$ cat src/rtl/hazard_ctrl.sv
// hazard_ctrl: stall/flush/forwarding control for the RV32 5-stage pipeline.
// Multi-cycle EX ops (div/rem) are sequenced by a RUN/MC_WAIT FSM with a
// 4-bit down-counter. Optional performance counters are enabled by defining
// HAZARD_PERF_CNT_EN.
module hazard_ctrl #(
    parameter int unsigned MC_LATENCY = 4,
    parameter logic [2:0]  RES_LOAD   = 3'b001
) (
    input  logic        clk_i,
    input  logic        rst_i,
    input  logic [4:0]  rs1_addr_d,
    input  logic [4:0]  rs2_addr_d,
    input  logic        rs1_used_d,
    input  logic        rs2_used_d,
    input  logic [4:0]  rs1_addr_ex,
    input  logic [4:0]  rs2_addr_ex,
    input  logic [4:0]  reg_dest_addr_ex,
    input  logic        reg_write_ex,
    input  logic [2:0]  result_mux_sel_ex,
    input  logic [4:0]  reg_dest_addr_mem,
    input  logic        reg_write_mem,
    input  logic [4:0]  reg_dest_addr_wb,
    input  logic        reg_write_wb,
    input  logic        branch_taken_ex,
    input  logic        mc_start_ex,
    output logic        stall_f,
    output logic        stall_d,
    output logic        stall_ex,
    output logic        flush_d,
    output logic        flush_ex,
    output logic        flush_mem,
    output logic [1:0]  fwd_a_sel,
    output logic [1:0]  fwd_b_sel,
`ifdef HAZARD_PERF_CNT_EN
    output logic [31:0] stall_cycles_o,
    output logic [31:0] flush_events_o,
`endif
    output logic        mc_busy_o
);

    typedef enum logic {
        RUN     = 1'b0,
        MC_WAIT = 1'b1
    } state_e;

    localparam logic [3:0] CNT_INIT = 4'(MC_LATENCY - 2);

    state_e     state_q, state_d;
    logic [3:0] cnt_q, cnt_d;
    logic       load_use;
    logic       branch_run;

    // Load in EX whose destination is read by the instruction in ID.
    always_comb begin
        load_use = (result_mux_sel_ex == RES_LOAD) && reg_write_ex &&
                   (reg_dest_addr_ex != 5'd0) &&
                   ((rs1_used_d && (rs1_addr_d == reg_dest_addr_ex)) ||
                    (rs2_used_d && (rs2_addr_d == reg_dest_addr_ex)));
    end

    // Next-state logic and stall/flush decode; reset forces every output low.
    always_comb begin
        state_d    = state_q;
        cnt_d      = cnt_q;
        stall_f    = 1'b0;
        stall_d    = 1'b0;
        stall_ex   = 1'b0;
        flush_d    = 1'b0;
        flush_ex   = 1'b0;
        flush_mem  = 1'b0;
        mc_busy_o  = 1'b0;
        branch_run = 1'b0;
        unique case (state_q)
            RUN: begin
                if (branch_taken_ex) begin
                    branch_run = 1'b1;
                    flush_d    = 1'b1;
                    flush_ex   = 1'b1;
                end else if (mc_start_ex) begin
                    stall_f   = 1'b1;
                    stall_d   = 1'b1;
                    stall_ex  = 1'b1;
                    flush_mem = 1'b1;
                    state_d   = MC_WAIT;
                    cnt_d     = CNT_INIT;
                end else if (load_use) begin
                    stall_f  = 1'b1;
                    stall_d  = 1'b1;
                    flush_ex = 1'b1;
                end
            end
            MC_WAIT: begin
                stall_f   = 1'b1;
                stall_d   = 1'b1;
                stall_ex  = 1'b1;
                flush_mem = 1'b1;
                mc_busy_o = 1'b1;
                if (cnt_q == 4'd0) begin
                    state_d = RUN;
                end else begin
                    cnt_d = cnt_q - 4'd1;
                end
            end
            default: state_d = RUN;
        endcase
        if (rst_i) begin
            stall_f    = 1'b0;
            stall_d    = 1'b0;
            stall_ex   = 1'b0;
            flush_d    = 1'b0;
            flush_ex   = 1'b0;
            flush_mem  = 1'b0;
            mc_busy_o  = 1'b0;
            branch_run = 1'b0;
        end
    end

    // Operand forwarding: MEM beats WB, x0 never forwards.
    always_comb begin
        fwd_a_sel = 2'b00;
        fwd_b_sel = 2'b00;
        if (reg_write_mem && (reg_dest_addr_mem != 5'd0) && (reg_dest_addr_mem == rs1_addr_ex))
            fwd_a_sel = 2'b10;
        else if (reg_write_wb && (reg_dest_addr_wb != 5'd0) && (reg_dest_addr_wb == rs1_addr_ex))
            fwd_a_sel = 2'b01;
        if (reg_write_mem && (reg_dest_addr_mem != 5'd0) && (reg_dest_addr_mem == rs2_addr_ex))
            fwd_b_sel = 2'b10;
        else if (reg_write_wb && (reg_dest_addr_wb != 5'd0) && (reg_dest_addr_wb == rs2_addr_ex))
            fwd_b_sel = 2'b01;
        if (rst_i) begin
            fwd_a_sel = 2'b00;
            fwd_b_sel = 2'b00;
        end
    end

    // FSM state and latency counter.
    always_ff @(posedge clk_i) begin
        if (rst_i) begin
            state_q <= RUN;
            cnt_q   <= '0;
        end else begin
            state_q <= state_d;
            cnt_q   <= cnt_d;
        end
    end

`ifdef HAZARD_PERF_CNT_EN
    logic [31:0] stall_cycles_q, stall_cycles_d;
    logic [31:0] flush_events_q, flush_events_d;

    // Saturating event counters.
    always_comb begin
        stall_cycles_d = stall_cycles_q;
        flush_events_d = flush_events_q;
        if (stall_f && (stall_cycles_q != '1))
            stall_cycles_d = stall_cycles_q + 32'd1;
        if (branch_run && (flush_events_q != '1))
            flush_events_d = flush_events_q + 32'd1;
    end

    // Counter registers, cleared by reset.
    always_ff @(posedge clk_i) begin
        if (rst_i) begin
            stall_cycles_q <= '0;
            flush_events_q <= '0;
        end else begin
            stall_cycles_q <= stall_cycles_d;
            flush_events_q <= flush_events_d;
        end
    end

    assign stall_cycles_o = stall_cycles_q;
    assign flush_events_o = flush_events_q;
`endif

endmodule

$ cat config.mk
export PLATFORM = sky130hd
export DESIGN_NAME = hazard_ctrl
export DESIGN_NICKNAME = d
export VERILOG_FILES = /design/src/rtl/hazard_ctrl.sv
export SDC_FILE = /design/constraint.sdc
export NUM_CORES = 1
export LEC_CHECK = 0
export BUFFER_PORTS_ARGS = -buffer_cell sky130_fd_sc_hd__buf_2
export CAP_MARGIN = 40
export CORE_AREA = 3 3 46 48
export DETAILED_ROUTE_END_ITERATION = 10
export DIE_AREA = 0 0 49 51
export HOLD_SLACK_MARGIN = 0.12
export PLACE_DENSITY = 0.82
export SETUP_SLACK_MARGIN = 0.2
export SLEW_MARGIN = 20
export SYNTH_ARGS = -nofsm -noshare
export SYNTH_HDL_FRONTEND = slang
export SYNTH_SLANG_ARGS = --single-unit
export TNS_END_PERCENT = 20
$ cat constraint.sdc
create_clock -name clk_i -period 3.8 [get_ports clk_i]
set_input_delay 0 -clock clk_i [delete_from_list [all_inputs] [get_ports clk_i]]
set_output_delay 0 -clock clk_i [all_outputs]
set_load 0.05 [all_outputs]
==> summary.md, run 1 <==
| Metric | Value |
|---|---|
| Worst Path Arrival | `1.96 ns` |
| Hpwl dp | `1795 um` |
| Seq/Total Area, Yosys | `13.72%` |
| Hold path depth | `4` |
| Core area | `1745 um^2` |
| CTS root buffer | `clkbuf_4` |
| Depth of the most critical reg-to-reg path | `6` |
| Psw | `85.13 uW` |
| Pleak | `0.0004867 uW` |
| Reg2reg start | `cnt_q[0]` |
| Top cell type's share of synthesized area | `24.01%` |
| Detailed Route WL | `2036 um` |
| Int Pwr | `143.5 uW` |
| R2R setup slack | `2.24 ns` |
| Largest net degree at the start of global routing | `15` |
| Count of state elements after synthesis | `5` |
| Grt total ovfl | `0` |
| Die W | `49 um` |
| Rel. slew slack | `70.17%` |
| Number of global-route vias before repair | `881` |
| GPL Wtd Cong | `0.8417` |
| Synth Flop Type | `dfxtp_1` |
| Fin Clk Skew | `0.003343 ns` |
| Setup WS post-layout | `1.845 ns` |
| Wire length on met1 | `781 um` |
| Setup WS pre-CTS | `2.236 ns` |
| Share of power burned in combinational logic | `48.4%` |
| Die area | `2499 um^2` |
| Post-CTS Resized | `0` |
| Hold path endpoint | `cnt_q[1]` |
| GRT Resource Usage Total | `16.61%` |
| Synth top cells by count | `xor2_1 (20), xnor2_1 (12), nor3_1 (6), or4_1 (6)` |
| Worst path required time | `3.80 ns` |
| RSZ-0062 raised after global routing | `no` |
| Post-CTS setup buffers | `0` |
| Kind of critical path | `in -> out` |
| Pins Over Slew Limit | `0` |
| Period utilisation layout | `51.46%` |
| Flop pwr share | `25.3%` |
| Initial antenna violation count | `0` |
| Post-layout nets | `201` |
| CP Launch Type | `primary input` |
| Net Count, Synth | `142` |
| Maxcap violations | `0` |
| Outcome | `complete, no violations` |
| Post-CTS Hold Buffers | `2` |
| Port Buffer Count | `57` |
| Post-DR vias/cell | `4.972` |
| Routed wl met3 | `260 um` |
| Avg Cell Area, Syn | `7.760 um^2` |
| Total CTS buffers | `3` |
| Worst Hold Launch | `mc_start_ex` |
| Min-delay worst type | `in -> reg` |
| Syn Inst Count | `94` |
| Min Clock Period, post-route | `1.955 ns` |
| 1st-iter DRT viols | `1` |
| Final setup viols | `0` |
| Diodes inserted | `0` |
| Clk pwr share | `26.3%` |
| Post-route DRC | `0` |
| Clock Sinks | `5` |
| Antenna Nets Post-Route | `0` |
| Setup TNS | `0 ns` |
| Starting density of the core | `41.79%` |
| First drt pass iteration count | `3` |
| Share of layout cells above drive strength 1 | `42.76%` |
| Post-synth ARST share | `0%` |
| Clock Latency Late Sink | `0.24 ns` |
| Number of flops mapped to enable cells by yosys | `0` |
| Switching Share | `37.23%` |
| CTS tree | `built` |
| H-tree depth | `1` |
| First-pass GRT wire length | `3312 um` |
| Routed wl met2 | `945 um` |
| PD cells | `214.5 nW/um^2` |
| IO Count | `58` |
| Synth warn | `0` |
| Die height | `51 um` |
| Reg2reg end | `cnt_q[0]` |
| Worst slew pin tran | `0.4464 ns` |
| Clk buf depth | `2` |
| Crit. End Element | `output port` |
| Top post-synthesis cells by area | `xor2_1 (24%), xnor2_1 (14%), dfxtp_1 (14%)` |
| Distinct cells, synth | `28` |
| CTS clock-pin slew for the worst setup and hold paths | `0.04 ns` |
| Most frequent cell after synthesis | `xor2_1` |
| Synth-to-layout area growth | `46.14%` |
| Fmax | `511.4 MHz` |
| Rows | `15` |
| Worst Path Max Fanout | `14` |
| Via count | `880` |
| Hold Vio Cnt, Final | `0` |
| WL per Instance | `11.50 um` |
| Peak VDD IR | `0.1080 mV` |
| Mapped Area | `729.5 um^2` |
| Top routing layer used | `met4` |
| Cell accounting for the most synthesized area | `xor2_1` |
-- state kept, by name, summed over array words and instances, names as in the netlist --
register,count
state_q,1
cnt_q,4
-- metal layers --
metal | vias to the layer above | track usage [%]
met4 | 0 | 9.479
met5 | - | 0
met3 | 7 | 4.665
met2 | 60 | 31.00
li1 | 450 | -
met1 | 363 | 16.52
-- worst max-delay path by stage --
stage	start	depth (start not counted)	to
6_report	rst_i	7	fwd_b_sel[0]
5_1_grt	rst_i	7	fwd_b_sel[0]
4_1_cts	rst_i	7	fwd_b_sel[0]
3_5_place_dp	cnt_q[0]	6	cnt_q[0]
3_3_place_gp	cnt_q[0]	6	cnt_q[0]
2_1_floorplan	state_q	3	flush_ex
-- placed cells by master, fill, tap and decap left out, types with 2 or more instances in the layout --
cell type       n
clkbuf_4        3
nor4_1          4
xnor2_1        12
dlygate4sd3_1   2
nand3_1         5
or4_1           6
a21oi_1         5
inv_1           4
nor2b_1         2
xor2_1         20
dfxtp_1         5
nor3_1          6
nand2_1         3
buf_2          57
nor2_1          2
nor4_2          2
-- through the flow --
step | area [um^2] | util [%] | hold slack (ns) | std cells | total power [uW]
after floorplan | 729.5 | - | 0.1848 | 94 | 124.3
after global placement | 1020 | 58.42 | 0.3216 | 171 | 164.4
after detailed placement | 1020 | 58.42 | 0.3246 | 171 | 167.7
after CTS | 1066 | 61.08 | 0.1902 | 177 | 232.0
after global routing | 1066 | 61.08 | 0.2131 | 177 | 246.9
final | 1066 | 61.08 | 0.1924 | 177 | 228.7
-- cells by family (layout without fill, tap and decap cells) --
| logic type | count (synthesis) | after routing | share of synthesized area, % |
|---|---|---|---|
| compound gates | 12 | 12 | 10.29 |
| fa+ha+maj | 1 | 1 | 1.715 |
| xor+xnor | 32 | 32 | 38.42 |
| buf+inv | 9 | 67 | 5.659 |
| simple gates | 35 | 35 | 30.19 |
| flops | 5 | 5 | 13.72 |
-- layout make-up --
type	instances	area [um^2]
multi-input combinational	80	588.1
clock buffer	4	26.28
tap	25	31.28
fill	163	679.4
sequential	5	100.1
timing repair buffer	59	305.3
inverter	4	15.01
-- power groups by stage --
| stage | clock network [uW] | registers [uW] | logic [uW] |
|---|---|---|---|
| 6_report | 60.2 | 57.8 | 111 |
| 5_1_grt | 67.9 | 57.9 | 121 |
| 4_1_cts | 63.0 | 57.7 | 111 |
| 3_5_place_dp | 0 | 58.6 | 109 |
| 3_3_place_gp | 0 | 58.5 | 106 |
| 2_1_floorplan | 0 | 57.0 | 67.2 |
-- worst max-delay path: stages --
cell and delay (ns):
dlygate4sd3_1 0.53, buf_2 0.19, nor2b_1 0.14, o21ai_1 0.08, or4_1 0.56, nor4_2 0.15, buf_2 0.30
No activity file was read; power rests on OpenSTA's default activity.
==> inputs of run 2 (changes only) <==
--- a/config.mk
+++ b/config.mk
@@ -7,11 +7,11 @@
 export LEC_CHECK = 0
 export BUFFER_PORTS_ARGS = -buffer_cell sky130_fd_sc_hd__buf_2
 export CAP_MARGIN = 40
-export CORE_AREA = 3 3 46 48
+export CORE_AREA = 3 3 48 50
 export DETAILED_ROUTE_END_ITERATION = 10
-export DIE_AREA = 0 0 49 51
+export DIE_AREA = 0 0 51 53
 export HOLD_SLACK_MARGIN = 0.12
-export PLACE_DENSITY = 0.82
+export PLACE_DENSITY = 0.76
 export SETUP_SLACK_MARGIN = 0.2
 export SLEW_MARGIN = 20
 export SYNTH_ARGS = -nofsm -noshare
==> constraint.sdc (replaced) <==
create_clock -name clk_i -period 1.8 [get_ports clk_i]
set_input_delay 0 -clock clk_i [delete_from_list [all_inputs] [get_ports clk_i]]
set_output_delay 0 -clock clk_i [all_outputs]
set_load 0.05 [all_outputs]
==> run 2 against run 1 <==
Compared with the run above:
- core utilization shrank 5.1 points
- clock skew is essentially flat
- power increased by 120%
- largest cell class unchanged
- largest power group unchanged
- combinational power is 120% higher
- clock power increased by 120%
- worst hold slack got worse by 0.053 ns
- global-route usage rose by 0.63 points
- via count grew 2.3%
- sequential power increased by 110%
- register-to-register slack got worse by 1.9 ns
- die area is 8.2% higher
- first-iteration DRC count grew to 5.0 times the previous value
==> summary.md, run 2 (synthesis results as in run 1) <==
| Metric | Value |
|---|---|
| Diodes inserted | `0` |
| Max FFs per register | `4` |
| Hpwl dp | `1873 um` |
| Top reg by flops | `cnt_q` |
| Final setup viols | `0` |
| IO Count | `58` |
| Hold Vio Cnt, Final | `0` |
| Int Pwr | `307.4 uW` |
| Worst Path Arrival | `1.56 ns` |
| Die W | `51 um` |
| Outcome | `complete, no violations` |
| Setup TNS | `0 ns` |
| Pins Over Slew Limit | `0` |
| Initial antenna violation count | `0` |
| Post-DR vias/cell | `5.028` |
| Post-CTS setup buffers | `0` |
| Share of layout cells above drive strength 1 | `45.39%` |
| Post-route DRC | `0` |
| Synth-to-layout area growth | `48.88%` |
| Post-layout nets | `201` |
| Setup WS post-layout | `0.2373 ns` |
| Crit. End Element | `output port` |
| Maxcap violations | `0` |
| Clock Latency Late Sink | `0.25 ns` |
| RSZ-0062 raised after global routing | `yes` |
| Rows | `16` |
| Min Clock Period, post-route | `1.563 ns` |
| CTS clock-pin slew for the worst setup and hold paths | `0.04 ns` |
| Number of global-route vias before repair | `850` |
| First drt pass iteration count | `5` |
| Top Registers | `cnt_q (4), state_q (1)` |
| 1st-iter DRT viols | `5` |
| Commonest cells after routing, fill and taps aside | `buf_2 (56), xor2_1 (20), xnor2_1 (12)` |
| Largest net degree at the start of global routing | `14` |
| Worst path required time | `1.80 ns` |
| GRT Resource Usage Total | `17.24%` |
| Total CTS buffers | `3` |
| Fin Clk Skew | `0.003097 ns` |
| Kind of critical path | `reg -> out` |
| First-pass GRT wire length | `3512 um` |
| Die height | `53 um` |
| Psw | `185.1 uW` |
| Min-delay worst type | `in -> reg` |
| Clk pwr share | `26.5%` |
| GPL Wtd Cong | `0.8789` |
| Antenna Nets Post-Route | `0` |
| Share of power burned in combinational logic | `48.6%` |
| Commonest non-fill, non-tap cell in the layout | `buf_2` |
| H-tree depth | `1` |
| Switching Share | `37.58%` |
| Clock Sinks | `5` |
| WL per Instance | `11.88 um` |
| Peak VDD IR | `0.2494 mV` |
| Grt total ovfl | `0` |
| Pleak | `0.0004908 uW` |
| Worst slew pin tran | `0.5324 ns` |
| PD cells | `453.5 nW/um^2` |
| Setup WS pre-CTS | `0.2595 ns` |
| Via count | `900` |
| Fill count | `193` |
| Worst Path Max Fanout | `11` |
| Core area | `1942 um^2` |
| Rel. slew slack | `64.43%` |
| Detailed Route WL | `2127 um` |
| Starting density of the core | `37.56%` |
| Flop pwr share | `24.9%` |
| CP Launch Type | `flip-flop` |
| CTS root buffer | `clkbuf_4` |
| Port Buffer Count | `57` |
| CTS tree | `built` |
| Die area | `2703 um^2` |
| Period utilisation layout | `86.81%` |
| Clk buf depth | `2` |
| Fmax | `639.9 MHz` |
[run 2: timing repair]
item / in CTS / in global routing
hold buffers: 1 / 0
gates resized for setup: 1 / 2
endpoints found under the setup margin: 1 / 5
hold endpoints to repair: 1 / 0
[run 2: worst max-delay path, stage by stage (launching register included)]
cell and delay (ns):
dfxtp_1 0.41, or4_1 0.55, o21bai_1 0.14, buf_4 0.21
[run 2: power groups by stage]
stage          Combinational, uW  Clock [uW]  Sequential [uW]
5_1_grt                      263         142              123
4_1_cts                      237         137              122
6_report                     239         131              123
2_1_floorplan                144           0              120
3_5_place_dp                 234           0              124
3_3_place_gp                 227           0              124
[run 2: final cells by class]
class	instances	area (um^2)	area share, %
Clock buffer	4	26.28	2.419
Timing Repair Buffer	59	305.3	28.11
Inverter	4	15.01	1.382
Tap cell	27	33.78	3.111
Multi-Input combinational cell	80	605.6	55.76
Sequential cell	5	100.1	9.217
[run 2: worst paths after layout]
check	startpoint	endpoint	slack, ns	depth (start not counted)
worst min-delay path	rst_i	cnt_q[1]	0.14	3
worst max register to register	cnt_q[0]	cnt_q[2]	0.35	6
worst max-delay path	state_q	flush_ex	0.24	3
worst min register to register	cnt_q[0]	cnt_q[0]	0.47	2
[run 2: stage by stage]
stage               area (um^2)  power [uW]  hold WS (ns)  util [%]  cells
floorplan                 740.7       264.4        0.1038         -     94
global placement           1041       350.7        0.3428     53.61    174
detailed placement         1041       358.3        0.3490     53.61    174
finish                     1086       492.5        0.1395     55.93    179
global route               1086       528.3        0.1630     55.93    179
CTS                        1080       496.6        0.1298     55.61    179
[run 2: routing by layer]
metal	GRT usage, %	up-vias	share of wire [%]
li1	-	446	-
met5	0	-	0
met3	5.070	5	12
met1	17.45	395	36
met4	5.381	0	1.5
met2	33.48	54	50
